### src/rtl/morse_err_accum.sv
// Error accumulator: registers the per-check error vector as one-cycle pulses,
// keeps a sticky OR of them and a saturating count of error cycles.
// Ports:
//   clk, rst      clock, async active-high reset
//   clr_err       sync clear of sticky flags and count
//   err_det       per-check errors detected this cycle (already gated by enable)
//   err_pulse     registered copy of err_det
//   err_sticky    sticky OR of pulses since reset/clear
//   err_cnt       cycles with any pulse bit, holds at all-ones
module morse_err_accum #(
    parameter int N_CHK = 5,
    parameter int CNT_W = 8
) (
    input  logic             clk,
    input  logic             rst,
    input  logic             clr_err,
    input  logic [N_CHK-1:0] err_det,
    output logic [N_CHK-1:0] err_pulse,
    output logic [N_CHK-1:0] err_sticky,
    output logic [CNT_W-1:0] err_cnt
);

    logic any_err;

    assign any_err = |err_det;

    always_ff @(posedge clk or posedge rst) begin
        if (rst) begin
            err_pulse  <= '0;
            err_sticky <= '0;
            err_cnt    <= '0;
        end else begin
            err_pulse <= err_det;
            // A clear in the same cycle as a new error keeps that error.
            if (clr_err) begin
                err_sticky <= err_det;
                err_cnt    <= any_err ? CNT_W'(1) : '0;
            end else begin
                err_sticky <= err_sticky | err_det;
                if (any_err && (err_cnt != '1)) begin
                    err_cnt <= err_cnt + CNT_W'(1);
                end
            end
        end
    end

endmodule

### config.mk
export PLATFORM = sky130hd
export DESIGN_NAME = morse_err_accum
export DESIGN_NICKNAME = d
export VERILOG_FILES = /design/src/rtl/morse_err_accum.sv
export SDC_FILE = /design/constraint.sdc
export NUM_CORES = 1
export LEC_CHECK = 0
export BUFFER_PORTS_ARGS = -buffer_cell sky130_fd_sc_hd__buf_2
export CORE_UTILIZATION = 30
export DETAILED_ROUTE_END_ITERATION = 12
export PLACE_DENSITY = 0.64
export SLEW_MARGIN = 20
export SYNTH_ARGS = -nofsm -noshare
export SYNTH_HDL_FRONTEND = slang
export SYNTH_SLANG_ARGS = --single-unit
export TNS_END_PERCENT = 5
### constraint.sdc
create_clock -name clk -period 1.4 [get_ports clk]
set_input_delay 0.21 -clock clk [delete_from_list [all_inputs] [get_ports clk]]
set_output_delay 0.21 -clock clk [all_outputs]
set_load 0.05 [all_outputs]
==> metrics.yaml, run 1 <==
finish:
  area_delta_synth_final_pct: 45.9
  diodes: 0
  nNetsFinal: 122
  fillers: 239
  drive_gt1_frac: 0.563
  stdcell_count: 142
setup_path:
  crit_required_ps: 1580
  criticalPathCategory: "reg -> reg"
  cp_data_arrival_time_ps: 1620
  rr_startpoint: "err_cnt[0]"
  crit_fanout: 4
  cp-end-kind: "flop"
  cp-start-kind: "flop"
  crit_start: "err_cnt[0]"
power_and_ir_drop:
  leakage_uw: 0.000547
  pwr_density_cell_nw_per_um2: 995
  irDropWorstVdd_uv: 644
floorplanning:
  boundaryPins: 26
  core-area_um2: 2480
  die_area_um2: 2840
  die_y_um: 53.3
  rows: 18
  die_w_um: 53.3
  initial_core_util: 0.318
sta:
  setup_viol: 1
  setup_ws_ps: -37.5
  rsz0062_at_grt: "true"
  fin_crit_sh: 1.03
  maxSlewViolCount: 0
  skew_ps: 0.458
  hold_viol: 0
  fmax_ghz: 0.696
  tightest_slew_ps: 308
  totalNegativeSetupSlack_ps: -37.5
  post-route-min-period_ps: 1440
  slew_headroom: 0.794
yosys:
  syn_area_per_cell_um2: 11.9
  ys_seq_area_frac: 0.571
  synth_edf_count: 0
  synth_top_cells_by_area: "dfrtp_1 57%, a21o_1 3.8%, nand3_1 2.5%"
  yosys.area.top_type: "dfrtp_1"
  synthCells: 66
  mappedNetlistArea_um2: 788
  yosysTopAreaCellShare: 0.571
  synth-async-reset-ratio: 1.00
  synth.distinct_cells: 31
  synth_seq_cells: 18
  yosys_warnings: 0
  synthFlopType: "dfrtp_1"
  syn-num-nets: 75
  yosysMostFrequentCell: "dfrtp_1"
  synth_commonest_cells: "18 x dfrtp_1, 5 x nand2_1, 4 x a21o_1, 4 x nand3_1, 3 x nor2_1"
grt:
  grt_overflow_total: 0
  grt_max_degree: 19
  grt_pass1_vias: 680
  antenna_found_initial: 0
  grt_pass1_wl_mm: 2.93
  grt_use_total: 0.148
run_status:
  status: "complete, but fails checks"
  violations: "setup timing"
cts:
  clk_latency_ps: 290
  cts_htree_levels: 1
  clk_pin_slew_worst_paths_ps: 110
  clockRootBuffer: "clkbuf_4"
  clock_sinks: 18
  cts_made_buffers: 3
  max-clock-path-buffers: 2
  cts_tree: "built"
drt:
  routedWlPerCell_um: 13.1
  drtAntennaViolNets: 0
  drt-vias-per-instance: 5.04
  finalWirelength_mm: 1.87
  drc: 0
  vias: 716
  drtIter0Drc: 13
  dr.pass1.iters: 4
placement:
  post-place-ws_ps: -207
  dpl.hpwl_mm: 1.42
  gp_congestion: 0.738
  dpl.cell_count: 136
  io_buffer_count: 25
flow_run:
  cap_violations: 0
min_path:
  holdCritStartpoint: "err_det[0]"
  hp-class: "in -> reg"
-- worst max-delay path, cell delays in order, from the launching register on --
cell and delay [ps]:
dfrtp_2 440, ha_4 160, nand4_1 130, nor2_1 70, buf_4 150, o31ai_1 290, a21oi_2 90
-- layer usage --
metal  global-route usage  share of wire  vias up
met3               0.0661          0.073        0
met5                    0              0        -
met4               0.0132              0        0
li1                     -              -      341
met2                0.258           0.48       30
met1                0.169           0.45      345
-- area by class of cell --
type | instances | area [um^2] | area share
sequential | 18 | 458 | 0.398
multi-input combinational | 45 | 348 | 0.303
timing repair buffer | 43 | 263 | 0.229
tap | 30 | 37.5 | 0.0326
clock buffer | 4 | 36.3 | 0.0316
inverter | 2 | 7.51 | 0.00653
-- where the power goes --
group	internal, uW	total, uW	leakage [uW]	switching [uW]
Combinational	83.4	255	0.000316	171
Sequential	550	573	0.000210	23.2
Clock	158	316	0.0000210	158
Total	792	1140	0.000547	352
-- repair_timing --
action | 4_1_cts | 5_1_grt
setup endpoints to repair | 2 | 5
pin swaps | 6 | 2
hold endpoints to repair | 18 | 0
hold buffers | 1 | 0
gates resized for setup | 0 | 2
setup buffers | 1 | 0
-- stage by stage --
| step | hold slack (ps) | instance area (um^2) | total power (uW) | utilization |
|---|---|---|---|---|
| after floorplan | 148 | 811 | 748 | - |
| after global placement | 231 | 1090 | 829 | 0.438 |
| after detailed placement | 240 | 1090 | 836 | 0.438 |
| after CTS | 103 | 1140 | 1160 | 0.460 |
| after global routing | 87.6 | 1150 | 1200 | 0.464 |
| final | 113 | 1150 | 1140 | 0.464 |
-- sequential cells by signal, indices dropped and copies added, names as in the netlist --
signal,count
err_cnt,8
err_pulse,5
err_sticky,5
-- final timing paths --
path                       cells after the start  slack [ps]            end
max in group asynchronous                      4         730     err_cnt[5]
max reg2reg                                    6         -40     err_cnt[3]
max                                            6         -40     err_cnt[3]
min reg2reg                                    1         480  err_sticky[3]
min in group asynchronous                      4         460     err_cnt[4]
min                                            1         110   err_pulse[0]
-- cells in the final DEF (no fill, tap or decap), types with 2 or more instances in the layout --
cell      instances
o21bai_1          2
a21o_1            4
or2_4             2
nand3_1           4
o21ai_0           2
buf_4            17
inv_1             2
clkbuf_4          3
nor2_1            3
and4_1            2
nand2_1           5
o311a_1           2
dfrtp_2           6
buf_2            25
dfrtp_1          12
-- cell families (layout without fill, tap and decap cells) --
logic type      Yosys count  after routing  share of synthesized area
compound gates           18             18                      0.173
fa+ha+maj                 1              1                     0.0159
buf+inv                   3             49                     0.0191
simple gates             24             24                      0.189
flops                    18             18                      0.571
mux                       2              2                     0.0317
No activity file was read; power rests on OpenSTA's default activity.
==> run 2, diff against run 1 <==
--- a/config.mk
+++ b/config.mk
@@ -7,6 +7,7 @@
 export LEC_CHECK = 0
 export BUFFER_PORTS_ARGS = -buffer_cell sky130_fd_sc_hd__buf_2
 export CORE_UTILIZATION = 30
+export CTS_BUF_LIST = sky130_fd_sc_hd__clkbuf_16
 export DETAILED_ROUTE_END_ITERATION = 12
 export PLACE_DENSITY = 0.64
 export SLEW_MARGIN = 20
==> metrics.yaml, run 2 (same netlist as run 1, synthesis figures left out) <==
grt:
  grt_use_met3: 0.0575  # -0.00862
  grt_pass1_wl_mm: 2.97  # +1.2%
  grt_pass1_vias: 688  # +1.2%
  grt_most_used_layer: "met2"
  use_met1: 0.169  # unchanged
  grt_overflow_total: 0  # unchanged
  grt_max_degree: 19  # unchanged
  use_met2: 0.260  # +0.00208
  grt_use_total: 0.155  # +0.00783
  antenna_found_initial: 0  # unchanged
finish:
  largest_register_ffs: 8  # unchanged
  reg_top3: "err_cnt (8), err_pulse (5), err_sticky (5)"
  final_cell_area_um2: 1190  # +3.7%
  mostFrequentLayoutCells: "25 x buf_2, 17 x buf_4, 12 x dfrtp_1"
  diodes: 0  # unchanged
  drive_gt1_frac: 0.554  # -0.00893
  stdcell_count: 142  # unchanged
  layout_commonest_cell: "buf_2"
  regMostFlops: "err_cnt"
  area_delta_synth_final_pct: 51.3
  nNetsFinal: 122  # unchanged
setup_path:
  crit_required_ps: 1530  # -50 ps
  reg2reg_depth: 6  # unchanged
  cp_data_arrival_time_ps: 1570  # -50 ps
  cp-start-kind: "flop"
  rrSetupSlack_ps: -40  # about the same
  cp-end-kind: "flop"
  criticalPathCategory: "reg -> reg"
  reg2reg_to: "err_cnt[3]"
  crit_fanout: 4  # unchanged
  rr_startpoint: "err_cnt[0]"
cts:
  cts_htree_levels: 1  # unchanged
  clock_sinks: 18  # unchanged
  cts_made_buffers: 3  # unchanged
  max-clock-path-buffers: 2  # unchanged
  clockRootBuffer: "clkbuf_16"
  clk_pin_slew_worst_paths_ps: 50  # -60 ps
  clk_latency_ps: 250  # -40 ps
  cts_tree: "built"
sta:
  setup_viol: 1  # unchanged
  fmax_ghz: 0.694  # -0.28%
  maxSlewViolCount: 0  # unchanged
  setup_ws_ps: -41.6  # -4.05 ps
  slew_headroom: 0.791  # -0.00348
  rsz0062_at_grt: "true"
  tightest_slew_ps: 313  # +5.22 ps
  fin_crit_sh: 1.03  # +0.00289
  post-route-min-period_ps: 1440  # +4.05 ps
  hold_viol: 0  # unchanged
  skew_ps: 0.562  # +0.104 ps
power_and_ir_drop:
  p_clk_frac: 0.406  # +0.130
  seq_power_share: 0.412  # -0.089
  irDropWorstVdd_uv: 796  # +24%
  pwr_density_cell_nw_per_um2: 1170  # +18%
  combinationalPowerShare: 0.182  # -0.041
  switching_share: 0.274  # -0.0343
  p_switching_uw: 382  # +8.5%
  p_int_uw: 1010  # +28%
  leakage_uw: 0.000565  # +3.2%
min_path:
  holdCritStartpoint: "err_det[0]"
  min_to: "err_pulse[0]"
  hp-class: "in -> reg"
  min_path_cells: 1  # unchanged
floorplanning:
  die_area_um2: 2840  # unchanged
  boundaryPins: 26  # unchanged
  die_w_um: 53.3  # unchanged
  core-area_um2: 2480  # unchanged
  die_y_um: 53.3  # unchanged
  rows: 18  # unchanged
  initial_core_util: 0.318  # unchanged
run_status:
  status: "complete, but fails checks"
  violations: "setup timing"
drt:
  dr.pass1.iters: 4  # unchanged
  drtAntennaViolNets: 0  # unchanged
  routedWlPerCell_um: 13.3  # +1.3%
  vias: 707  # -1.3%
  drc: 0  # unchanged
  finalWirelength_mm: 1.89  # +1.3%
  drtIter0Drc: 8  # -5
  drt-vias-per-instance: 4.98  # -1.3%
placement:
  post-place-ws_ps: -207  # unchanged
  placed_cell_area_um2: 1090  # unchanged
  dpl.hpwl_mm: 1.42  # unchanged
  dpl.cell_count: 136  # unchanged
  io_buffer_count: 25  # unchanged
  gp_congestion: 0.738  # unchanged
flow_run:
  cap_violations: 0  # unchanged
run 2: cell types whose count changed in the layout (fill, tap and decap cells not counted), sizes merged:
cell	change
clkinv	+1
clkbuf	-1
run 2: timing repair:
action | CTS | global route
setup buffers | 1 | 0
endpoints found under the hold margin | 18 | 0
cloned | 0 | 0
pin swaps | 6 | 2
hold buffers | 1 | 0
setup endpoints to repair | 2 | 4
gates resized for setup | 0 | 2
run 2: area by class of cell:
cell class                 count  area [um^2]
tap                           30         37.5
fill                         234         1280
sequential                    18          458
multi-input combinational     45          348
timing repair buffer          43          263
clock inverter                 1         3.75
clock buffer                   3         75.1
inverter                       2         7.51
run 2: worst max-delay path: stages (launching register included):
cell,delay [ps]
dfrtp_2,420
ha_4,160
nand4_1,130
nor2_1,80
buf_4,150
o31ai_1,290
a21oi_2,90
run 2: worst max path at each step:
stage | start | endpoint | slack [ps] | cells past startpoint
after floorplan | err_cnt[0] | err_cnt[3] | -230 | 5
after global placement | err_det[1] | err_cnt[2] | -190 | 5
after detailed placement | err_det[1] | err_cnt[2] | -210 | 5
after CTS | err_cnt[0] | err_cnt[2] | -20 | 5
after global routing | err_cnt[0] | err_cnt[3] | -70 | 6
final | err_cnt[0] | err_cnt[3] | -40 | 6
run 2: power by group through the flow:
stage | combinational [uW] | clock, uW | sequential (uW)
3_5_place_dp | 252 | 0 | 583
2_1_floorplan | 60.4 | 0 | 688
6_report | 255 | 567 | 575
4_1_cts | 258 | 582 | 575
5_1_grt | 274 | 604 | 579
3_3_place_gp | 247 | 0 | 582
run 2: metal layers:
layer / vias to the layer above / share of wire
met5: - / 0
met4: 0 / 0.0090
met3: 2 / 0.072
met1: 341 / 0.45
li1: 340 / -
met2: 24 / 0.47
run 2: metrics by stage:
step	hold slack, ps	total power [uW]	util	setup TNS [ps]
6_report	160	1400	0.481	-41.6
5_1_grt	154	1460	0.481	-111
4_1_cts	159	1410	0.477	-19.1
3_5_place_dp	240	836	0.438	-1270
3_3_place_gp	231	829	0.438	-1120
2_1_floorplan	148	748	-	-550
==> run 3, diff against run 2 <==
==> constraint.sdc (replaced) <==
create_clock -name clk -period 1.29 [get_ports clk]
set_input_delay 0.1935 -clock clk [delete_from_list [all_inputs] [get_ports clk]]
set_output_delay 0.1935 -clock clk [all_outputs]
set_load 0.05 [all_outputs]
==> metrics.yaml, run 3 (same netlist as run 1, synthesis figures left out) <==
drt:
  dr.pass1.iters: 4  # unchanged
  drc: 0  # unchanged
  routedWlPerCell_um: 13.2  # -0.98%
  finalWirelength_mm: 1.91  # +1.1%
  drtAntennaViolNets: 0  # unchanged
  drtIter0Drc: 9  # +1
  vias: 744  # +5.2%
  drt-vias-per-instance: 5.13  # +3.1%
setup_path:
  cp-end-kind: "flop"
  rr_startpoint: "err_cnt[1]"
  criticalPathCategory: "reg -> reg"
  crit_chain: "ha_4 > nand4_1 > nor2_1 > or4_1 > a21oi_2"
  crit_buf_inv: 0  # -1
  crit_fanout: 3  # -1
  crit_required_ps: 1470  # -60 ps
  max_stage_delay_ps: 490  # +70 ps
  crit_slowest_cell: "or4_1"
  crit_start: "err_cnt[1]"
  critical_path.top_delay_family: "simple AND/OR/NAND/NOR gates"
  cp-start-kind: "flop"
  cp_data_arrival_time_ps: 1650  # +80 ps
grt:
  grt_pass1_wl_mm: 3.26  # +9.7%
  grt_pass1_vias: 718  # +4.4%
  grt_use_met3: 0.0287  # -0.0287
  antenna_found_initial: 0  # unchanged
  use_met2: 0.250  # -0.0104
  use_met1: 0.216  # +0.0473
  grt_max_degree: 19  # unchanged
  grt_overflow_total: 0  # unchanged
  grt_most_used_layer: "met2"
  grt_use_total: 0.162  # +0.00643
floorplanning:
  boundaryPins: 26  # unchanged
  die_w_um: 53.3  # unchanged
  initial_core_util: 0.318  # unchanged
  core-area_um2: 2480  # unchanged
  die_area_um2: 2840  # unchanged
  rows: 18  # unchanged
  die_y_um: 53.3  # unchanged
cts:
  clockRootBuffer: "clkbuf_16"
  clk_latency_ps: 250  # about the same
  clock_sinks: 18  # unchanged
  cts_made_buffers: 3  # unchanged
  max-clock-path-buffers: 2  # unchanged
  cts_tree: "built"
  clk_pin_slew_worst_paths_ps: 50  # about the same
  cts_htree_levels: 1  # unchanged
finish:
  regMostFlops: "err_cnt"
  diodes: 0  # unchanged
  drive_gt1_frac: 0.583  # +0.0290
  mostFrequentLayoutCells: "24 x buf_2, 21 x buf_4, 12 x dfrtp_1"
  stdcell_count: 145  # +2.1%
  fin_util: 0.495  # +0.0141
  reg_top3: "err_cnt (8), err_pulse (5), err_sticky (5)"
  layout_commonest_cell: "buf_2"
  nNetsFinal: 126  # +3.3%
  largest_register_ffs: 8  # unchanged
  area_delta_synth_final_pct: 55.7
sta:
  rsz0062_at_grt: "true"
  setup_ws_ps: -189  # -147 ps
  fin_crit_sh: 1.15  # +0.117
  post-route-min-period_ps: 1480  # +37.2 ps
  hold_viol: 0  # unchanged
  skew_ps: 0.611  # +0.0489 ps
  setup_viol: 6  # +5
  tightest_slew_ps: 312  # -1.26 ps
  slew_headroom: 0.792  # +0.000839
  maxSlewViolCount: 0  # unchanged
  fmax_ghz: 0.676  # -2.5%
power_and_ir_drop:
  switching_share: 0.268  # -0.00510
  leakage_uw: 0.000586  # +3.8%
  seq_power_share: 0.411  # about the same
  p_clk_frac: 0.396  # -0.010
  p_switching_uw: 407  # +6.4%
  combinationalPowerShare: 0.193  # +0.011
  p_total_uw: 1510  # +8.4%
  p_int_uw: 1110  # +9.2%
  pwr_density_cell_nw_per_um2: 1230  # +5.3%
  irDropWorstVdd_uv: 719  # -9.6%
run_status:
  status: "complete, but fails checks"
  violations: "setup timing"
placement:
  post-place-ws_ps: -296  # -89.1 ps
  dpl.cell_count: 140  # +2.9%
  io_buffer_count: 25  # unchanged
  dpl.hpwl_mm: 1.41  # -0.62%
  gp_congestion: 0.866  # +17%
min_path:
  holdCritStartpoint: "err_det[2]"
  hp-class: "in -> reg"
flow_run:
  cap_violations: 0  # unchanged
-- run 3: changes by cell type in the layout (fill, tap and decap cells not counted) --
cell / previous run / this run
o21ai_0: 2 / 1
buf_2: 25 / 24
o21ai_1: 0 / 1
and4_1: 2 / 1
buf_6: 0 / 1
and4_4: 0 / 1
clkinv_1: 1 / 0
buf_4: 17 / 21
-- run 3: final timing paths --
path	to	slack, ps	depth (start not counted)
max	err_cnt[3]	-190	5
min	err_pulse[2]	100	1
max reg2reg	err_cnt[3]	-190	5
min reg2reg	err_sticky[2]	470	1
max in group asynchronous	err_cnt[0]	570	4
min in group asynchronous	err_pulse[1]	510	4
-- run 3: repair_timing --
action,CTS,global route
setup endpoints to repair,7,9
pin swaps,3,0
hold buffers,1,0
hold endpoints to repair,18,0
buffers inserted,1,0
resized for setup,3,3
-- run 3: stage by stage --
stage               hold slack (ps)  TNS [ps]  area, um^2
floorplan                       132     -1190         811
global placement                217     -1860        1120
detailed placement              224     -1900        1120
CTS                            93.0      -493        1220
global route                   99.0     -1140        1230
finish                         95.4      -593        1230
-- run 3: cell type report --
cell class / count / area [um^2]
Sequential cell: 18 / 458
Timing Repair Buffer: 47 / 299
Clock buffer: 3 / 75.1
Multi-Input combinational cell: 45 / 350
Inverter: 2 / 7.51
Fill cell: 233 / 1250
Tap cell: 30 / 37.5
-- run 3: per-layer routing --
layer  up-vias  share of wire
met2        25           0.47
li1        345              -
met4         0          0.019
met3         3          0.060
met1       371           0.45
met5         -              0
-- run 3: power by group through the flow --
stage | logic (uW) | registers [uW] | clock network, uW
after detailed placement | 289 | 631 | 0
after floorplan | 65.5 | 746 | 0
after CTS | 294 | 622 | 619
after global routing | 314 | 626 | 641
after global placement | 286 | 629 | 0
final | 293 | 622 | 600
